[src/rtl/instruction_fetch.sv]
// Fetch stage: holds the PC, reads instruction memory over req/ack, presents the
// instruction to decode and computes the next PC from redirects on retirement.
module instruction_fetch #(
    parameter logic [31:0] RESET_PC    = 32'h0000_0000,
    parameter int unsigned ACK_TIMEOUT = 16
) (
    input  logic        clk,
    input  logic        rst,
    output logic        imem_req,
    output logic [31:0] imem_addr,
    input  logic        imem_ack,
    input  logic [31:0] imem_rdata,
    output logic        ins_valid,
    output logic [31:0] ins,
    output logic [31:0] pc,
    output logic [31:0] pc_plus4,
    input  logic        ins_ready,
    input  logic        br_taken,
    input  logic        alu_to_pc,
    input  logic [31:0] imm,
    input  logic [31:0] alu_result,
    output logic        fault,
    output logic [1:0]  fault_cause,
    output logic [31:0] fault_pc
);

    localparam int unsigned   CW    = (ACK_TIMEOUT > 2) ? $clog2(ACK_TIMEOUT) : 1;
    localparam logic [CW-1:0] LIMIT = CW'(ACK_TIMEOUT - 1);

    typedef enum logic [1:0] {
        FETCH,
        ISSUE,
        FAULT
    } state_t;

    state_t          state_q;
    logic            req_q;
    logic            ins_valid_q;
    logic [31:0]     ins_q;
    logic [31:0]     pc_q;
    logic            fault_q;
    logic [1:0]      cause_q;
    logic [31:0]     fault_pc_q;
    logic [CW-1:0]   cnt_q;
    logic [31:0]     target_d;

    // jalr takes priority over a taken branch; the LSB of a jalr target is dropped
    always_comb begin
        if (alu_to_pc) begin
            target_d = alu_result & ~32'h1;
        end else if (br_taken) begin
            target_d = pc_q + imm;
        end else begin
            target_d = pc_q + 32'd4;
        end
    end

    always_ff @(posedge clk) begin
        if (rst) begin
            state_q     <= FETCH;
            req_q       <= 1'b0;
            ins_valid_q <= 1'b0;
            ins_q       <= '0;
            pc_q        <= RESET_PC;
            fault_q     <= 1'b0;
            cause_q     <= '0;
            fault_pc_q  <= '0;
            cnt_q       <= '0;
        end else begin
            case (state_q)
                FETCH: begin
                    // Leaving reset, req is raised one cycle later; acks seen while req is low are ignored
                    if (!req_q) begin
                        req_q <= 1'b1;
                    end else if (imem_ack) begin
                        ins_q       <= imem_rdata;
                        ins_valid_q <= 1'b1;
                        req_q       <= 1'b0;
                        cnt_q       <= '0;
                        state_q     <= ISSUE;
                    end else if (cnt_q == LIMIT) begin
                        req_q      <= 1'b0;
                        cnt_q      <= '0;
                        fault_q    <= 1'b1;
                        cause_q    <= 2'b10;
                        fault_pc_q <= pc_q;
                        state_q    <= FAULT;
                    end else begin
                        cnt_q <= cnt_q + CW'(1);
                    end
                end
                ISSUE: begin
                    if (ins_valid_q && ins_ready) begin
                        ins_valid_q <= 1'b0;
                        if (target_d[1:0] != 2'b00) begin
                            fault_q    <= 1'b1;
                            cause_q    <= 2'b01;
                            fault_pc_q <= target_d;
                            state_q    <= FAULT;
                        end else begin
                            pc_q    <= target_d;
                            req_q   <= 1'b1;
                            state_q <= FETCH;
                        end
                    end
                end
                FAULT: begin
                    req_q       <= 1'b0;
                    ins_valid_q <= 1'b0;
                end
                default: begin
                    req_q       <= 1'b0;
                    ins_valid_q <= 1'b0;
                    state_q     <= FAULT;
                end
            endcase
        end
    end

    assign imem_req    = req_q;
    assign imem_addr   = pc_q;
    assign ins_valid   = ins_valid_q;
    assign ins         = ins_q;
    assign pc          = pc_q;
    assign pc_plus4    = pc_q + 32'd4;
    assign fault       = fault_q;
    assign fault_cause = cause_q;
    assign fault_pc    = fault_pc_q;

endmodule
[config.mk]
export PLATFORM = sky130hd
export DESIGN_NAME = instruction_fetch
export DESIGN_NICKNAME = d
export VERILOG_FILES = /design/src/rtl/instruction_fetch.sv
export SDC_FILE = /design/constraint.sdc
export NUM_CORES = 1
export LEC_CHECK = 0
export ABC_AREA = 1
export BUFFER_PORTS_ARGS = -buffer_cell sky130_fd_sc_hd__buf_2
export CAP_MARGIN = 20
export CELL_PAD_IN_SITES_DETAIL_PLACEMENT = 1
export CELL_PAD_IN_SITES_GLOBAL_PLACEMENT = 1
export CORE_ASPECT_RATIO = 0.75
export CORE_MARGIN = 5
export CORE_UTILIZATION = 26
export DETAILED_ROUTE_END_ITERATION = 6
export PLACE_DENSITY_LB_ADDON = 0.08
export SETUP_SLACK_MARGIN = 0.3
export SLEW_MARGIN = 20
export SYNTH_ARGS = -nofsm -noshare
export SYNTH_HDL_FRONTEND = slang
export SYNTH_SLANG_ARGS = --single-unit
[constraint.sdc]
create_clock -name clk -period 2.75 [get_ports clk]
set_input_delay 0.55 -clock clk [delete_from_list [all_inputs] [get_ports clk]]
set_output_delay 0.55 -clock clk [all_outputs]
set_load 0.01 [all_outputs]
### After elaboration in Yosys (flattened, before gate mapping)

Index checks and enable logic that the tools add are counted.

| cells by class | value |
|---|---|
| $add $sub $neg | 3 |
| equal/unequal tests | 11 |
| mux-type cells | 37 |
| bitwise gates (word level) | 2 |
| reduce and logical (&&, ||, !) cells | 11 |

Operators by type and width:

| kind | number |
|---|---|
| $mux W32 | 7 |
| $pmux W32 S2 | 1 |
| $add A32 B3 Y32 const B | 1 |
| $add A32 B32 Y32 | 1 |
| $mux W2 | 9 |
| $ne A2 B2 Y1 const B | 7 |
| $mux W1 | 13 |
| $reduce_and A3 Y1 | 3 |
| $mux W4 | 2 |
| $pmux W1 S2 | 3 |
| $pmux W2 S3 | 1 |
| $reduce_and A6 Y1 | 1 |
| $add A4 B1 Y4 const B | 1 |
| $eq A4 B4 Y1 const B | 1 |
| $pmux W2 S2 | 1 |
| $reduce_and A2 Y1 | 2 |
| $reduce_and A4 Y1 | 1 |
| $reduce_bool A2 Y1 | 2 |
| $ne A3 B3 Y1 const B | 1 |
| $eq A2 B1 Y1 const B | 1 |
| $eq A2 B2 Y1 const B | 1 |
| $logic_not A2 Y1 | 1 |
| $not A1 Y1 | 2 |
| $logic_and A1 B1 Y1 | 1 |

| storage, ports and cells | value |
|---|---|
| register bits after elaboration | 107 |
| input bits | 102 |
| output and inout port bits | 165 |
| word-level logic and storage cells | 73 |

### Longest topological paths before layout

Gate-level depths: netlist of the first run.

| logic depth | value |
|---|---|
| word-level depth | 7 |
| gate-level depth with buffers | 16 |
| depth with buffers taken out | 16 |

### Least setup slack after synthesis of the first run

No wires, ideal clock.

| timing | value |
|---|---|
| path type | input port to flip-flop |
| start point | input imm[0] |
| end point | register fault_pc_q[23] (netlist: fault_pc[23]) |
| setup time | 0.070 ns |
| data arrival time | 2.253 ns |
| required time | 2.680 ns |
| path slack | 0.427 ns |
| stages on the path | 13 |
| path buffers | 1 |
| path through | ha_1 fa_1 nand2_1 nand3_1 o21ai_1 nand2_1 nor2_2 nor2_2 nand4_4 buf_2 a21oi_1 nand2_1 a21oi_1 |

| between the ends | value |
|---|---|
| cells in the longest elaborated chain, start to end | 6 |
| elaborated cells between the ends (all ways) | 9 |
| classes of those cells | add/sub (1); eq/ne (1); mux (5); reduce/logical (2) |

RTL lines:

| element | line | source |
|---|---|---|
| start: declaration | 20 | `input logic [31:0] imm,` |
| $add A32 B32 Y32 * | 52 | `target_d = pc_q + imm;` |
| $mux W32 * | 51 | `end else if (br_taken) begin` |
| $mux W32 * | 49 | `if (alu_to_pc) begin` |
| $reduce_bool A2 Y1 / $mux W32 (equally long branches) | 95 | `if (target_d[1:0] != 2'b00) begin` |
| $ne A2 B2 Y1 (no source line) / $mux W32 (equally long branches) | -- |  |
| $reduce_and A6 Y1 (no source line) / $pmux W32 S2 (equally long branches) | -- |  |
| end signal: assignment | 86 | `fault_pc_q <= pc_q;` |
| end signal: assignment | 98 | `fault_pc_q <= target_d;` |
| end: declaration | 43 | `logic [31:0] fault_pc_q;` |

Every way passes the cells marked *; elsewhere a longest branch is shown, timed or not. The select of a mux whose other input is x is not followed.
A chain may end at the register's enable or synchronous reset.

### Worst setup path after layout of the first run

| timing | value |
|---|---|
| start point | register pc_q[15] (netlist: imem_addr[15]) |
| end point | output pc_plus4[28] |

| between the ends | value |
|---|---|
| cells in the longest elaborated chain, start to end | 1 |

RTL lines:

| element | line | source |
|---|---|---|
| start: declaration | 40 | `logic [31:0] pc_q;` |
| start signal: assignment | 101 | `pc_q <= target_d;` |
| $add A32 B3 Y32 | 125 | `assign pc_plus4 = pc_q + 32'd4;` |
| end: declaration | 16 | `output logic [31:0] pc_plus4,` |

Every way passes these cells.

==> results.md, run 1 <==
* Fraction of registers with async set/reset at 0
* Critical path class: flop to primary output
* Clock Pin Slew Worst Setup and Hold Paths at 0.09 ns
* Crit path max-delay family: simple AND/OR/NAND/NOR gates
* RSZ-0062 raised after global routing: yes
* Count leader, synth: nand2_1
* Critical path arrival at 1.91 ns
* Placed cells at 2010
* Syn Area/Cell at 6.13 sq um
* Top Ports at 267
* Initial core utilization at 0.264
* DR pass1 iterations at 4
* Slowest cell on the critical path: dfxtp_4
* Final Setup Violations at 0
* Crit start category: flop
* Share of cells above drive strength 1 at 0.364
* Top post-synthesis cells by area: dfxtp_1, nand2_1, inv_1
* Post-route insts no fill at 2082
* Setup ws final at 0.287 ns
* # DRC at 0
* Utilization after layout at 0.378
* Final Max Tran Viols at 0
* Setup TNS at 0 ns
* LEAKAGE at 6.43 nW
* Hold WC Path Type: input pin to flop
* EDFF count, synth at 0
* R2r worst-path depth at 14
* Largest net degree at the start of global routing at 39
* Max FO, Critical Path at 4
* Sequential area share after synthesis at 0.258
* Crit end category: primary output
* Max-cap violations at 0
* Commonest cells post-synth: nand2_1, inv_1, nor2_1
* Fin nets at 1806
* WL met1 at 20800 um
* H-tree depth reported by CTS at 3
* WL met2 at 18300 um
* Die height at 165 um
* Post-layout min period at 2.46 ns
* Clock Latency Late Sink at 0.38 ns
* Site row count at 56
* Via count at 10100
* Status: complete, no violations
* Syn_nets at 1489
* WP buf/inv at 2
* Core Area at 31400 sq um
* Top_reg_cell synth: dfxtp_1
* GRT overflow at 0
* Slew @ Worst Pin at 0.578 ns
* Area grow syn2layout at 43.0%
* Die X at 216 um
* Post-synth cell types at 48
* HPWL after DPL at 32100 um
* CTS tree: built
* Maximum vdd drop at 276 uV
* Synth warn at 0
* Vias in the first global route at 10100
* CTS Buf Count at 9
* Total wire length at 41400 um
* GRT Overall Usage at 0.224
* Port Buffers at 265
* Pre-CTS WS at -0.184 ns
* Critical path cell sequence: clkinvlp_4 -> nor3_4 -> nand2_2 -> nor3_4 -> nand2_1 -> nand2_2 -> nand2_4 -> buf_6
* Gate Count Post-Synth at 1353
* Pwr Density at 348 nW/um^2
* Clk sinks at 107
* Post-synth top area share at 0.258
* Detail-routed net length per standard cell at 19.9 um
* CP required at 2.20 ns
* Hold Path Cell Cnt at 3
* Gpl congestion at 0.897
* Remaining antenna violation count at 0
* Fin Clk Skew at 0.0153 ns
* Critical Path Stages at 8
* Synth area leader: dfxtp_1
* CTS Buffer Depth at 2
* Period utilisation layout at 0.896
* DRT iter0 DRCs at 606
* Vias per inst at 4.83
* Length of routed met3 wiring at 2020 um
* CTS Root Cell: clkbuf_16
* Highest routed layer: met4
* CP peak stage delay at 0.39 ns
* Full die area at 35600 sq um
* Antenna violations before repair at 0
* Fmax at 406 MHz
* First-pass GRT wire length at 61300 um
* Max-slew headroom at 0.615
* Cell Area, Synth at 8290 sq um
* Yosys reg bits at 107
* Final Hold Vio Count at 0
## cell type report
class | instances | area, sq um
tap | 406 | 508
clock buffer | 11 | 233
sequential | 107 | 2210
timing repair buffer | 390 | 2550
multi-input combinational | 973 | 5560
antenna | 1 | 2.50
inverter | 189 | 727
clock inverter | 5 | 60.1
fill | 4109 | 19500
## cell families after synthesis
| family | after synthesis | synth area share |
|---|---|---|
| AND/OR/NAND/NOR | 643 | 0.333 |
| buffers and inverters | 273 | 0.153 |
| AO/OA/AOI/OAI | 266 | 0.171 |
| flip-flops | 107 | 0.258 |
| adder cells (fa/ha/maj) | 34 | 0.0522 |
| XOR/XNOR | 30 | 0.0326 |
## metrics by stage
step                      area [sq um]  hold WS (ns)  power [mW]
after floorplan                   8290         0.451        2.27
after global routing             11900         0.390        4.34
final                            11900         0.397        4.13
after global placement           10200         0.451        2.66
after detailed placement         10200         0.452        2.69
after CTS                        11200         0.379        4.13
## state kept, by name, summed over array words and instances, names as in the netlist
signal	cells
fault	1
cnt_q	4
imem_req	1
fault_pc	32
imem_addr	32
ins	32
state_q	2
fault_cause	2
ins_valid	1
## metal layers
layer	up-vias	GRT usage
met5	-	0
met4	0	0.0344
met3	20	0.0359
met2	236	0.357
met1	4870	0.327
li1	4936	-
## tightest hold or removal path, cell delays in order
cell and delay, ns:
buf_2 0.08, nor2_1 0.03, nor2_1 0.08
## placed cells by master (no fill, tap or decap), types with 3 or more instances in the layout
master      count
inv_1         171
o21ai_0        98
xor2_4          3
dfxtp_4        14
buf_2         259
ha_1           26
nor2_1        123
ha_2            4
buf_4          94
nand2_4         6
ha_4            3
xor2_2          4
nand3_1        85
xor2_1         21
a31oi_1         4
nor3_2          9
o21ai_1        15
dfxtp_2        15
a21oi_1        90
dfxtp_1        78
nor2_4         15
clkinvlp_4      3
buf_12          8
inv_2          13
nand2_2        43
nand2_1       307
clkbuf_16      12
o21ai_2         3
a21oi_2        25
nor3_4          7
nand3_2        10
buf_6          24
nor2_2         13
o21bai_1       10
o211ai_1       15
nand4_1         5
nand3_4         5
## final timing paths
check	startpoint	end	slack, ns
worst max-delay path	imem_addr[15]	pc_plus4[28]	0.29
worst min-delay path	imem_rdata[29]	ins[29]	0.40
worst max register to register	imem_addr[0]	fault_pc[30]	0.38
worst min register to register	fault_pc[27]	fault_pc[27]	0.46
## power by group
| part | switching, mW | internal (mW) | total [mW] |
|---|---|---|---|
| combinational | 0.648 | 0.367 | 1.01 |
| clock | 0.707 | 0.716 | 1.42 |
| sequential | 0.0565 | 1.64 | 1.69 |
## timing repair
item / 4_1_cts / 5_1_grt
resized for setup: 127 / 128
buffers inserted: 28 / 24
pin swaps: 28 / 32
hold buffers: 0 / 0
endpoints found under the setup margin: 50 / 82
gates cloned: 0 / 3
(Power assumes the default switching activity.)
==> run 2: changes to the inputs <==
ABC_AREA = default   (was 1)
REMOVE_ABC_BUFFERS = 1   (was default)
==> run 2 against run 1 <==
The flow now finishes with violations (setup timing); clock power hardly changed; global-route usage grew 0.58 points; design area increased by 5.4%; die area shrank 11%; non-clock buffer count increased by 130; via count fell by 8.5%; first-iteration DRC count decreased by 20%; critical path type is now flop to flop; largest power group unchanged.
==> results.md, run 2 <==
* DRT iter0 DRCs at 486 (-20%)
* First-pass GRT wire length at 56200 um (-8.5%)
* Die X at 203 um (-5.9%)
* Sequential area share after synthesis at 0.293 (+0.0351)
* Syn Area/Cell at 7.36 sq um (+20%)
* Count leader, synth: nand2_1
* Slew @ Worst Pin at 0.710 ns (+0.132 ns)
* Full die area at 31600 sq um (-11%)
* Crit start category: flop
* Max-cap violations at 0 (unchanged)
* Post-layout min period at 2.94 ns (+0.480 ns)
* Synth area leader: dfxtp_1
* Final instance area at 12500 sq um (+5.4%)
* Failing checks: setup timing
* Max-slew headroom at 0.526 (-0.0885)
* Final Hold Vio Count at 0 (unchanged)
* CTS Buf Count at 9 (unchanged)
* Fin nets at 1563 (-13%)
* Top post-synthesis cells by area: dfxtp_1, nand2_1, a21oi_1
* DR pass1 iterations at 4 (unchanged)
* Share of cells above drive strength 1 at 0.501 (+0.137)
* RSZ-0062 raised after global routing: yes
* Top_reg_cell synth: dfxtp_1
* Cell Area, Synth at 7300 sq um (-12%)
* Via count at 9211 (-8.5%)
* CTS Root Cell: clkbuf_16
* Remaining antenna violation count at 0 (unchanged)
* CTS Buffer Depth at 2 (unchanged)
* Vias in the first global route at 9139 (-9.6%)
* LEAKAGE at 5.86 nW (-8.8%)
* Clk sinks at 107 (unchanged)
* Highest routed layer: met4
* Antenna violations before repair at 0 (unchanged)
* Hold WC Path Type: input pin to flop
* Critical path arrival at 3.18 ns (+1.27 ns)
* Die height at 155 um (-5.8%)
* Pwr Density at 326 nW/um^2 (-6.3%)
* Synth warn at 0 (unchanged)
* GRT Overall Usage at 0.230 (+0.00580)
* Fraction of registers with async set/reset at 0 (unchanged)
* WL met1 at 19000 um (-8.7%)
* Initial core utilization at 0.262 (-0.00203)
* GRT overflow at 0 (unchanged)
* Status: finished with violations
* Gpl congestion at 0.877 (-2.2%)
* Fmax at 340 MHz (-16%)
* R2r worst-path depth at 13 (-1)
* Yosys reg bits at 107 (unchanged)
* WL met2 at 17400 um (-5.0%)
* Setup ws final at -0.193 ns (-0.480 ns)
* Final Setup Violations at 30 (+30)
* Largest net degree at the start of global routing at 98 (+150%)
* Vias per inst at 5.15 (+6.5%)
* Final Max Tran Viols at 0 (unchanged)
* Most frequent cells in the layout: buf_2, buf_4, nand2_1
* HPWL after DPL at 27100 um (-16%)
* H-tree depth reported by CTS at 3 (unchanged)
* Clock Latency Late Sink at 0.38 ns (about the same)
* Post-synth top area share at 0.293 (+0.0351)
* Period utilisation layout at 1.07 (+0.175)
* Clock Pin Slew Worst Setup and Hold Paths at 0.09 ns (about the same)
* Port Buffers at 265 (unchanged)
* Hold Path Cell Cnt at 3 (unchanged)
* Utilization after layout at 0.449 (+0.0709)
* EDFF count, synth at 0 (unchanged)
* CTS tree: built
* Fin Clk Skew at 0.0103 ns (-0.00502 ns)
* Maximum vdd drop at 286 uV (+3.6%)
* Length of routed met3 wiring at 2330 um (+15%)
* Crit end category: flop
* Critical path class: flop to flop
* Post-synth cell types at 76 (+58%)
* Top Ports at 267 (unchanged)
* Site row count at 53 (-5.4%)
* Placed standard-cell area at 9850 sq um (-3.2%)
* Commonest cells post-synth: nand2_1, a21oi_1, dfxtp_1
* Detail-routed net length per standard cell at 21.8 um (+9.6%)
* Max FO, Critical Path at 2 (-2)
* Most common cell after layout, fill and taps aside: buf_2
* CP required at 2.99 ns (+0.79 ns)
* # DRC at 0 (unchanged)
* Total wire length at 39000 um (-5.8%)
* Gate Count Post-Synth at 992 (-27%)
* N_diodes at 0 (-1)
* Area grow syn2layout at 71.2%
* Core Area at 27900 sq um (-11%)
## run 2: timing repair
item	4_1_cts	5_1_grt
hold buffers	0	0
gates cloned	6	3
setup buffers	59	30
gates resized for setup	198	130
setup endpoints to repair	91	92
pin swaps	81	78
## run 2: worst max-delay path: stages, from the launching register on
cell       delay [ns]
dfxtp_2          0.34
ha_4             0.16
fa_2             0.34
a21o_1           0.24
a221oi_4         0.30
buf_4            0.17
nor3_2           0.03
a311oi_2         0.23
buf_4            0.18
mux2_4           0.31
a2111oi_4        0.28
a21oi_2          0.07
nand2_1          0.09
a21oi_1          0.06
## run 2: metal layers
| layer | vias to the layer above | GRT usage |
|---|---|---|
| met3 | 22 | 0.0404 |
| met2 | 251 | 0.357 |
| met1 | 4548 | 0.342 |
| li1 | 4390 | - |
| met5 | - | 0 |
| met4 | 0 | 0.0331 |
## run 2: worst paths after layout
kind | start | to | slack [ns]
min | imem_rdata[7] | ins[7] | 0.41
max reg2reg | imem_addr[0] | imem_addr[18] | -0.19
min reg2reg | ins[10] | ins[10] | 0.46
max | imem_addr[0] | imem_addr[18] | -0.19
## run 2: cell type report
cell class / instances / area (sq um)
Tap cell: 357 / 447
Multi-Input combinational cell: 772 / 5710
Clock buffer: 9 / 225
Fill cell: 3388 / 15400
Inverter: 17 / 63.8
Clock inverter: 7 / 75.1
Sequential cell: 107 / 2160
Timing Repair Buffer: 520 / 3810
## run 2: kinds of logic after synthesis
family | share of synthesized area
and+or+nand+nor | 0.246
AOI/OAI and AO/OA | 0.251
buffers and inverters | 0.0763
DFF | 0.293
xor gates and xnor gates | 0.0540
adders and majority gates | 0.0593
muxes | 0.0197
## run 2: where the power goes
part / internal, mW / switching (mW)
combinational: 0.411 / 0.590
sequential: 1.61 / 0.0486
clock: 0.716 / 0.702
total: 2.74 / 1.34
## run 2: per-stage QoR
step | total power [mW] | std cells | hold WS, ns | TNS, ns | setup WS [ns]
finish | 4.08 | 1789 | 0.406 | -2.06 | -0.193
global route | 4.26 | 1789 | 0.395 | -6.94 | -0.297
global placement | 2.51 | 1675 | 0.440 | -21.37 | -0.724
detailed placement | 2.52 | 1675 | 0.446 | -23.42 | -0.669
floorplan | 2.06 | 896 | 0.443 | -13.77 | -0.413
CTS | 4.04 | 1756 | 0.394 | -1.85 | -0.192
==> run 3: changes to the inputs <==
HOLD_SLACK_MARGIN = 0.06   (was default)
clock period = 3.4 ns   (was 2.75 ns; I/O delays follow)
==> run 3 against run 2 <==
The run now ends clean; design area decreased by 21%; worst setup slack improved by 0.57 ns; non-clock buffer count decreased by 167; utilization decreased by 9.5 points; sequential share of layout area increased by 4.6 points; power decreased by 22%; critical path depth decreased by 4.
==> results.md, run 3 (same netlist as run 2, synthesis figures left out) <==
* Remaining antenna violation count at 0 (unchanged)
* First-pass GRT wire length at 49400 um (-12%)
* Max-slew headroom at 0.443 (-0.0832)
* Placed standard-cell area at 9240 sq um (-6.2%)
* Maximum vdd drop at 233 uV (-19%)
* Port Buffers at 265 (unchanged)
* Vias in the first global route at 8040 (-12%)
* Power, Total at 3.19 mW (-22%)
* Critical path arrival at 2.35 ns (-0.83 ns)
* Final Setup Violations at 0 (-100%)
* DRT iter0 DRCs at 406 (-16%)
* Pre-CTS WS at -0.181 ns (+0.488 ns)
* CTS Buf Count at 9 (unchanged)
* Hold WC Path Type: flop to flop
* Slowest cell on the critical path: dfxtp_2
* Top Ports at 267 (unchanged)
* Share of cells above drive strength 1 at 0.336 (-0.165)
* Pwr Density at 324 nW/um^2 (-0.65%)
* Most frequent cells in the layout: buf_2, nand2_1, a21oi_1
* Detail-routed net length per standard cell at 20.2 um (-7.5%)
* Final Hold Vio Count at 0 (unchanged)
* Die X at 203 um (unchanged)
* Hold-fix buffers, CTS at 0 (unchanged)
* Status: complete, no violations
* Antenna violations before repair at 0 (unchanged)
* Hold_ws at 0.453 ns (+0.0470 ns)
* Gpl congestion at 0.830 (-5.4%)
* HPWL after DPL at 25400 um (-6.3%)
* Fin Clk Skew at 0.0109 ns (+0.000619 ns)
* Final instance area at 9840 sq um (-21%)
* CTS Buffer Depth at 2 (unchanged)
* Core Area at 27900 sq um (unchanged)
* Max FO, Critical Path at 8 (+6)
* Area grow syn2layout at 34.7%
* Vias per inst at 5.00 (-2.9%)
* RSZ-0062 raised after global routing: yes
* CTS Root Cell: clkbuf_16
* CP peak stage delay at 0.34 ns (about the same)
* Fmax at 330 MHz
* Setup TNS at 0 ns (+2.06 ns)
* Via count at 8115 (-12%)
* Final Max Tran Viols at 0 (unchanged)
* Setup ws final at 0.373 ns (+0.566 ns)
* Fin nets at 1396 (-11%)
* Filler Cells Inserted at 3502 (+3.4%)
* Critical path class: flop to primary output
* Site row count at 53 (unchanged)
* CP most frequent cell: nand4_1
* Clk sinks at 107 (unchanged)
* Clock Pin Slew Worst Setup and Hold Paths at 0.08 ns (about the same)
* Clock Latency Late Sink at 0.37 ns (about the same)
* CP required at 2.72 ns (-0.27 ns)
* Max-cap violations at 0 (unchanged)
* Crit end category: primary output
* Post-layout min period at 3.03 ns
* Most common cell after layout, fill and taps aside: buf_2
* Total wire length at 32700 um (-16%)
* LEAKAGE at 4.56 nW (-22%)
* CTS tree: built
* # DRC at 0 (unchanged)
* Slew @ Worst Pin at 0.836 ns (+0.126 ns)
* Initial core utilization at 0.262 (unchanged)
* Crit start category: flop
* Period utilisation layout at 0.890
* H-tree depth reported by CTS at 3 (unchanged)
* Full die area at 31600 sq um (unchanged)
* DR pass1 iterations at 5 (+1)
* Die height at 155 um (unchanged)
* Critical path cell sequence: buf_6 -> nand4_1 -> nor4_4 -> buf_4 -> nand2_4 -> nor2_4 -> nand4_1 -> xnor2_2 -> buf_2
* Largest net degree at the start of global routing at 50 (-49%)
* GRT overflow at 0 (unchanged)
* GRT Overall Usage at 0.201 (-0.0289)
run 3: changes by cell type in the layout (fill, tap and decap cells not counted), sizes merged:
cell	before	now
bufinv	1	2
clkinvlp	2	0
clkbuf	12	9
diode	0	1
buf	517	353
clkinv	3	4
run 3: final cells by class:
cell class	instances	area, sq um	share of cell area
tap	357	447	0.0454
inverter	17	63.8	0.00649
timing repair buffer	353	2090	0.212
clock inverter	7	98.8	0.0100
multi-input combinational	772	4750	0.483
clock buffer	9	225	0.0229
antenna	1	2.50	0.000254
sequential	107	2160	0.219
run 3: through the flow:
| stage | util | std cells |
|---|---|---|
| after global routing | 0.353 | 1622 |
| after floorplan | - | 896 |
| after CTS | 0.347 | 1616 |
| after detailed placement | 0.332 | 1594 |
| after global placement | 0.332 | 1594 |
| final | 0.353 | 1623 |
run 3: final timing paths:
path	start	to	slack, ns	depth (start not counted)
worst max register to register	imem_addr[4]	imem_addr[17]	0.45	12
worst min register to register	ins[0]	ins[0]	0.45	2
worst max-delay path	imem_addr[8]	pc_plus4[31]	0.37	9
worst min-delay path	ins[0]	ins[0]	0.45	2
run 3: worst max-delay path, delay by kind of cell, from the launching register on:
| kind | cells | cell delay, ns |
|---|---|---|
| AND/OR/NAND/NOR | 5 | 0.92 |
| buffers and inverters | 3 | 0.50 |
| flip-flops | 1 | 0.34 |
| XOR/XNOR | 1 | 0.21 |
run 3: power breakdown:
group	total [mW]	leakage [nW]	switching, mW	internal [mW]
registers	1.34	0.871	0.0350	1.30
logic	0.634	3.52	0.395	0.239
clock network	1.22	0.162	0.562	0.654
total	3.19	4.56	0.991	2.20
run 3: layer usage:
metal  global-route usage  vias to the layer above  wire, um
li1                     -                     4062         -
met4               0.0350                        0       335
met3               0.0325                       16      1460
met5                    0                        -         0
met2                0.294                      177     13700
met1                0.312                     3860     17300
run 3: what timing repair did:
| item | CTS | global route |
|---|---|---|
| buffers inserted | 6 | 6 |
| pin swaps | 9 | 21 |
| setup endpoints to repair | 20 | 30 |
| gates resized for setup | 18 | 30 |
